$ cat config.mk
export PLATFORM = sky130hd
export DESIGN_NAME = frame_scanout_flat
export DESIGN_NICKNAME = d
export VERILOG_FILES = /design/src/rtl/frame_scanout_pkg.sv /design/src/rtl/frame_scanout_if.sv /design/src/rtl/frame_scanout_colormap.sv /design/src/rtl/frame_scanout.sv /design/src/flat_wrapper.sv
export SDC_FILE = /design/constraint.sdc
export NUM_CORES = 1
export LEC_CHECK = 0
export BUFFER_PORTS_ARGS = -buffer_cell sky130_fd_sc_hd__buf_2
export CORE_UTILIZATION = 55
export CTS_BUF_LIST = sky130_fd_sc_hd__clkbuf_8
export DETAILED_ROUTE_END_ITERATION = 7
export PLACE_DENSITY = 0.79
export SLEW_MARGIN = 20
export SYNTH_ARGS = -nofsm -noshare
export SYNTH_HDL_FRONTEND = slang
export SYNTH_SLANG_ARGS = --single-unit
$ cat constraint.sdc
create_clock -name clock -period 2.2 [get_ports clock]
set_input_delay 0.11 -clock clock [delete_from_list [all_inputs] [get_ports clock]]
set_output_delay 0.11 -clock clock [all_outputs]
set_load 0.05 [all_outputs]
$ cat src/rtl/frame_scanout_pkg.sv
// Shared widths and FSM state type for the frame scan-out block.
package frame_scanout_pkg;
  localparam int ADDR_W = 19;
  localparam int SID_W  = 6;
  localparam int PIX_W  = 8;

  typedef enum logic [1:0] {
    IDLE,
    ISSUE,
    CAPTURE,
    FLUSH
  } state_t;
endpackage

$ cat src/rtl/frame_scanout_if.sv
// Solver read port plus outgoing pixel stream, bundled for the scan-out block.
interface frame_scanout_if;
  import frame_scanout_pkg::*;

  logic [SID_W-1:0]        rd_solver_id;
  logic [ADDR_W-1:0]       rd_addr;
  logic signed [PIX_W-1:0] rd_data;
  logic                    pix_valid;
  logic                    pix_ready;
  logic [PIX_W-1:0]        pix_data;
  logic                    pix_sof;
  logic                    pix_eol;

  modport master (
    output rd_solver_id, rd_addr, pix_valid, pix_data, pix_sof, pix_eol,
    input  rd_data, pix_ready
  );

  modport slave (
    input  rd_solver_id, rd_addr, pix_valid, pix_data, pix_sof, pix_eol,
    output rd_data, pix_ready
  );
endinterface

$ cat src/rtl/frame_scanout_colormap.sv
// RGB332 colour mapping of signed solver data; negative (in-set) values map to black.
module scanout_colormap
  import frame_scanout_pkg::*;
(
  input  logic signed [PIX_W-1:0] raw,
  output logic [PIX_W-1:0]        rgb
);
  always_comb begin
    rgb = '0;
    if (!raw[PIX_W-1]) rgb = {raw[2:0], raw[5:3], raw[6], raw[6]};
  end
endmodule

$ cat src/rtl/frame_scanout.sv
// Raster-order frame scan-out from the solver RAMs onto a valid/ready pixel stream.
// Optional RGB332 output mapping is enabled by defining SCANOUT_COLORMAP_EN.
module frame_scanout
  import frame_scanout_pkg::*;
#(
  parameter int NUM_SOLVERS = 1,
  parameter int WIDTH       = 640,
  parameter int HEIGHT      = 480
) (
  input  logic             clock,
  input  logic             reset,
  input  logic             start,
  input  logic             solver_done,
  output logic             busy,
  output logic             frame_done,
  frame_scanout_if.master  bus
);
  state_t            state;
  logic [ADDR_W-1:0] x, y, addr;
  logic [SID_W-1:0]  sid;
  logic              pix_valid, pix_sof, pix_eol;
  logic [PIX_W-1:0]  pix_data, pix_next;
  logic              slot_free, pop, last_pix;

`ifdef SCANOUT_COLORMAP_EN
  scanout_colormap u_colormap (
    .raw (bus.rd_data),
    .rgb (pix_next)
  );
`else
  assign pix_next = bus.rd_data;
`endif

  assign pop       = pix_valid & bus.pix_ready;
  assign slot_free = !pix_valid | bus.pix_ready;
  assign last_pix  = (x == ADDR_W'(WIDTH - 1)) && (y == ADDR_W'(HEIGHT - 1));
  assign busy      = (state != IDLE);

  assign bus.rd_solver_id = sid;
  assign bus.rd_addr      = addr;
  assign bus.pix_valid    = pix_valid;
  assign bus.pix_data     = pix_data;
  assign bus.pix_sof      = pix_sof;
  assign bus.pix_eol      = pix_eol;

  always_ff @(posedge clock or negedge reset) begin
    if (!reset) begin
      state      <= IDLE;
      x          <= '0;
      y          <= '0;
      sid        <= '0;
      addr       <= '0;
      pix_valid  <= 1'b0;
      pix_data   <= '0;
      pix_sof    <= 1'b0;
      pix_eol    <= 1'b0;
      frame_done <= 1'b0;
    end else begin
      frame_done <= 1'b0;
      if (state != IDLE && !solver_done) begin
        state     <= IDLE;
        pix_valid <= 1'b0;
      end else begin
        // A pop clears the slot unless CAPTURE refills it on the same edge.
        if (pop) pix_valid <= 1'b0;
        case (state)
          IDLE: begin
            if (start && solver_done) begin
              x     <= '0;
              y     <= '0;
              sid   <= '0;
              addr  <= '0;
              state <= ISSUE;
            end
          end
          ISSUE: state <= CAPTURE;
          CAPTURE: begin
            if (slot_free) begin
              pix_valid <= 1'b1;
              pix_data  <= pix_next;
              pix_sof   <= (x == '0) && (y == '0);
              pix_eol   <= (x == ADDR_W'(WIDTH - 1));
              if (sid == SID_W'(NUM_SOLVERS - 1)) begin
                sid  <= '0;
                addr <= addr + 1'b1;
              end else begin
                sid <= sid + 1'b1;
              end
              if (x == ADDR_W'(WIDTH - 1)) begin
                x <= '0;
                y <= y + 1'b1;
              end else begin
                x <= x + 1'b1;
              end
              state <= last_pix ? FLUSH : ISSUE;
            end
          end
          FLUSH: begin
            if (slot_free) begin
              frame_done <= 1'b1;
              state      <= IDLE;
            end
          end
          default: state <= IDLE;
        endcase
      end
    end
  end
endmodule

$ cat src/flat_wrapper.sv
// flat-port wrapper written by rule: the top's interface ports become plain ports
module frame_scanout_flat import frame_scanout_pkg::*;
#(
  parameter int NUM_SOLVERS = 1,
  parameter int WIDTH       = 640,
  parameter int HEIGHT      = 480
)
  (clock, reset, start, solver_done, busy, frame_done, bus_rd_solver_id, bus_rd_addr, bus_pix_valid, bus_pix_data, bus_pix_sof, bus_pix_eol, bus_rd_data, bus_pix_ready);
  frame_scanout_if bus_i ();
  input  logic clock;
  input  logic reset;
  input  logic start;
  input  logic solver_done;
  output logic busy;
  output logic frame_done;
  output wire logic [$bits(bus_i.rd_solver_id)-1:0] bus_rd_solver_id;
  output wire logic [$bits(bus_i.rd_addr)-1:0] bus_rd_addr;
  output wire logic [$bits(bus_i.pix_valid)-1:0] bus_pix_valid;
  output wire logic [$bits(bus_i.pix_data)-1:0] bus_pix_data;
  output wire logic [$bits(bus_i.pix_sof)-1:0] bus_pix_sof;
  output wire logic [$bits(bus_i.pix_eol)-1:0] bus_pix_eol;
  input wire logic [$bits(bus_i.rd_data)-1:0] bus_rd_data;
  input wire logic [$bits(bus_i.pix_ready)-1:0] bus_pix_ready;
  assign bus_rd_solver_id = bus_i.rd_solver_id;
  assign bus_rd_addr = bus_i.rd_addr;
  assign bus_pix_valid = bus_i.pix_valid;
  assign bus_pix_data = bus_i.pix_data;
  assign bus_pix_sof = bus_i.pix_sof;
  assign bus_pix_eol = bus_i.pix_eol;
  assign bus_i.rd_data = bus_rd_data;
  assign bus_i.pix_ready = bus_pix_ready;
  frame_scanout #(.NUM_SOLVERS(NUM_SOLVERS), .WIDTH(WIDTH), .HEIGHT(HEIGHT)) u_core (.clock(clock), .reset(reset), .start(start), .solver_done(solver_done), .busy(busy), .frame_done(frame_done), .bus(bus_i));
endmodule
==> key figures <==
Clock network
  • Root buf cell: clkbuf_8
  • Inserted Clock Buffers: 9
  • Clk buf depth: 2
  • CTS tree: built
  • Worst-skew pair later-pin latency: 0.36 ns
  • CTS sink cnt: 77
  • Clock Pin Slew Worst Setup and Hold Paths: 0.08 ns
  • H-tree Lvls: 3

Timing
  • Tmin final: 2.39 ns
  • Final Setup Violations: 21
  • Final Hold Fails: 0
  • Final Max Tran Viols: 0
  • Rel. slew slack: 0.636
  • Achievable Freq: 418 MHz
  • RSZ-0062 raised after global routing: true
  • Least-Margin Pin Slew: 0.541 ns
  • Setup TNS: -1.86 ns
  • Tcrit/Tclk final: 1.09
  • Skew final: 0.0124 ns
  • Final worst slack: -0.190 ns

Power
  • Pwr dens: 639 nW/um2
  • VDD IR max: 0.412 mV
  • Lkg Pwr: 2.53 nW
  • Final total power: 3.45 mW

Place
  • Final Wtd Congestion: 0.923
  • DP Area: 4900 um2
  • Placed wire-length estimate: 7.97 mm
  • Port Buffer Count: 50
  • Cells after DPL: 658

Critical path
  • R2R Path Start: u_core.x[7]
  • Crit path launch type: flop
  • Critical path class: flop to flop
  • Critical path arrival: 2.67 ns
  • CP Capture Type: flop
  • Worst EP required: 2.48 ns
  • Crit path from: u_core.x[7]
  • Worst-path fanout max: 5

Finish
  • Final Non-Filler Cells: 690
  • Nets@finish: 606
  • Fill cells: 533
  • Share of cells above drive strength 1: 0.234
  • Number of diodes: 0
  • Fin area: 5400 um2
  • Area delta synth->final: 26.5%
  • Core Util, Final: 0.733

Route
  • DR iter-0 viols: 494
  • Via count: 4420
  • Avg WL per Cell: 18.2 um
  • ANT nets after route: 0
  • Pre-antenna DRT Iters: 5
  • Routed wire length: 12.6 mm
  • Residual DRC count: 0
  • DR vias/cell: 6.41

Worst hold path
  • Hold Crit Class: input port to flop
  • Worst hold start: start

Die
  • Die area: 8120 um2
  • Number of cell rows: 31
  • Die Span Y: 90.1 um
  • CORE AREA: 7370 um2
  • Ports: 51
  • Initial Util: 0.579
  • Chip width: 90.1 um

GRT
  • First-pass GRT wire length: 19.9 mm
  • Initial antenna violation count: 0
  • Grt total ovfl: 0
  • Vias in the first global route: 4152
  • Largest net degree at the start of global routing: 41
  • Global Route Usage Sum: 0.306

Synthesis
  • Unique masters post-synth: 46
  • Synth Warn #: 0
  • Post-Syn Nets: 512
  • Syn avg cell area: 8.68 um2
  • Synthesized flop and latch total: 77
  • Post-synth EDFFs: 0
  • Post-synth top flop: dfrtp_1
  • Post-Syn Area: 4270 um2
  • Sequential share of the synthesized area: 0.451
  • Syn Inst Count: 492
  • Async set or reset register ratio after synthesis: 1.00

Outcome
  • Failing checks: setup timing
  • Outcome: finished with violations

Run
  • Max Cap Viol: 0
-- metrics by stage --
stage | setup slack [ns] | hold WS [ns]
floorplan | -0.0509 | -0.186
global placement | -0.0128 | 0.113
detailed placement | -0.0653 | 0.117
CTS | -0.0490 | 0.0543
global route | -0.245 | 0.0752
finish | -0.190 | 0.0563
-- critical path, stage by stage, from the launching register on --
cell and delay (ns):
dfrtp_1 0.41, or4_4 0.56, buf_4 0.18, nor4_4 0.29
buf_4 0.18, nand3_4 0.12, or4_1 0.44, mux2i_1 0.13
-- power breakdown --
group          total (mW)  internal [mW]  switching [mW]
combinational       0.594          0.151           0.443
sequential           1.52           1.48          0.0443
clock                1.33          0.785           0.548
total                3.45           2.42            1.04
-- registers in the layout (all words and copies together), names as in the netlist, 2 cells and up --
register / cells
u_core.bus.pix_data: 8
u_core.bus.rd_addr: 19
u_core.bus.rd_solver_id: 6
u_core.state: 2
u_core.x: 19
u_core.y: 19
-- cell usage after synthesis, drive strengths merged (14+ instances only) --
cell type	number	area, um2
a21oi	14	70.1
nand4	28	175
nand3	33	165
clkbuf	23	86.3
nor4	21	174
o21ai	39	199
inv	20	75.1
nand2	68	255
nor2	38	143
dfrtp	77	1930
nor3	14	70.1
-- area by class of cell --
class                      count  area (um2)  area share
timing repair buffer         108         751       0.139
clock buffer                  10         138      0.0255
sequential                    77        1930       0.357
clock inverter                 6         110      0.0204
tap                           99         124      0.0229
inverter                      20        75.1      0.0139
multi-input combinational    370        2280       0.421
-- metal layers --
| layer | up-vias | track usage | part of all wire |
|---|---|---|---|
| met5 | - | 0 | 0 |
| met4 | 0 | 0.144 | 0.045 |
| met3 | 58 | 0.0525 | 0.076 |
| met2 | 253 | 0.499 | 0.48 |
| met1 | 2139 | 0.398 | 0.40 |
| li1 | 1970 | - | - |
-- path summary, 6_finish.rpt --
path / endpoint / slack (ns) / cells past startpoint
hold / removal: u_core.state[0] / 0.06 / 3
hold reg to reg: u_core.bus.pix_data[1] / 0.48 / 2
min in group asynchronous: u_core.bus.rd_addr[14] / 0.25 / 2
max in group asynchronous: u_core.y[3] / 1.33 / 3
setup reg to reg: u_core.y[14] / -0.19 / 7
setup / recovery: u_core.y[14] / -0.19 / 7
-- cells in the final DEF (no fill, tap or decap), drive strengths merged, types with 4 or more instances in the layout --
cell / netlist / routed
a21o: 4 / 4
a21oi: 14 / 14
a31oi: 5 / 5
and3: 10 / 10
buf: 2 / 99
clkbuf: 23 / 10
dfrtp: 77 / 77
dlygate4sd3: 0 / 9
ha: 7 / 7
inv: 20 / 22
mux2i: 7 / 7
nand2: 68 / 68
nand2b: 9 / 9
nand3: 33 / 33
nand4: 28 / 28
nor2: 38 / 38
nor2b: 4 / 4
nor3: 14 / 14
nor4: 21 / 21
o21ai: 39 / 39
o31ai: 7 / 7
or3: 8 / 8
or4: 7 / 7
xnor2: 10 / 10
xor2: 7 / 7
-- cells by family after synthesis --
kind of cell               after synthesis  synth area share
AOI/OAI and AO/OA                       90             0.130
xor gates and xnor gates                17            0.0349
adders and majority gates                7            0.0205
buffers and inverters                   45            0.0413
DFF                                     77             0.451
muxes                                    7            0.0164
and+or+nand+nor                        249             0.306
-- repair_timing --
action / CTS / global route
pin swaps: 6 / 11
setup endpoints to repair: 16 / 32
hold buffers: 9 / 0
resized for setup: 5 / 18
buffers inserted: 3 / 5
hold endpoints to repair: 45 / 0
No activity file was read; power rests on OpenSTA's default activity.
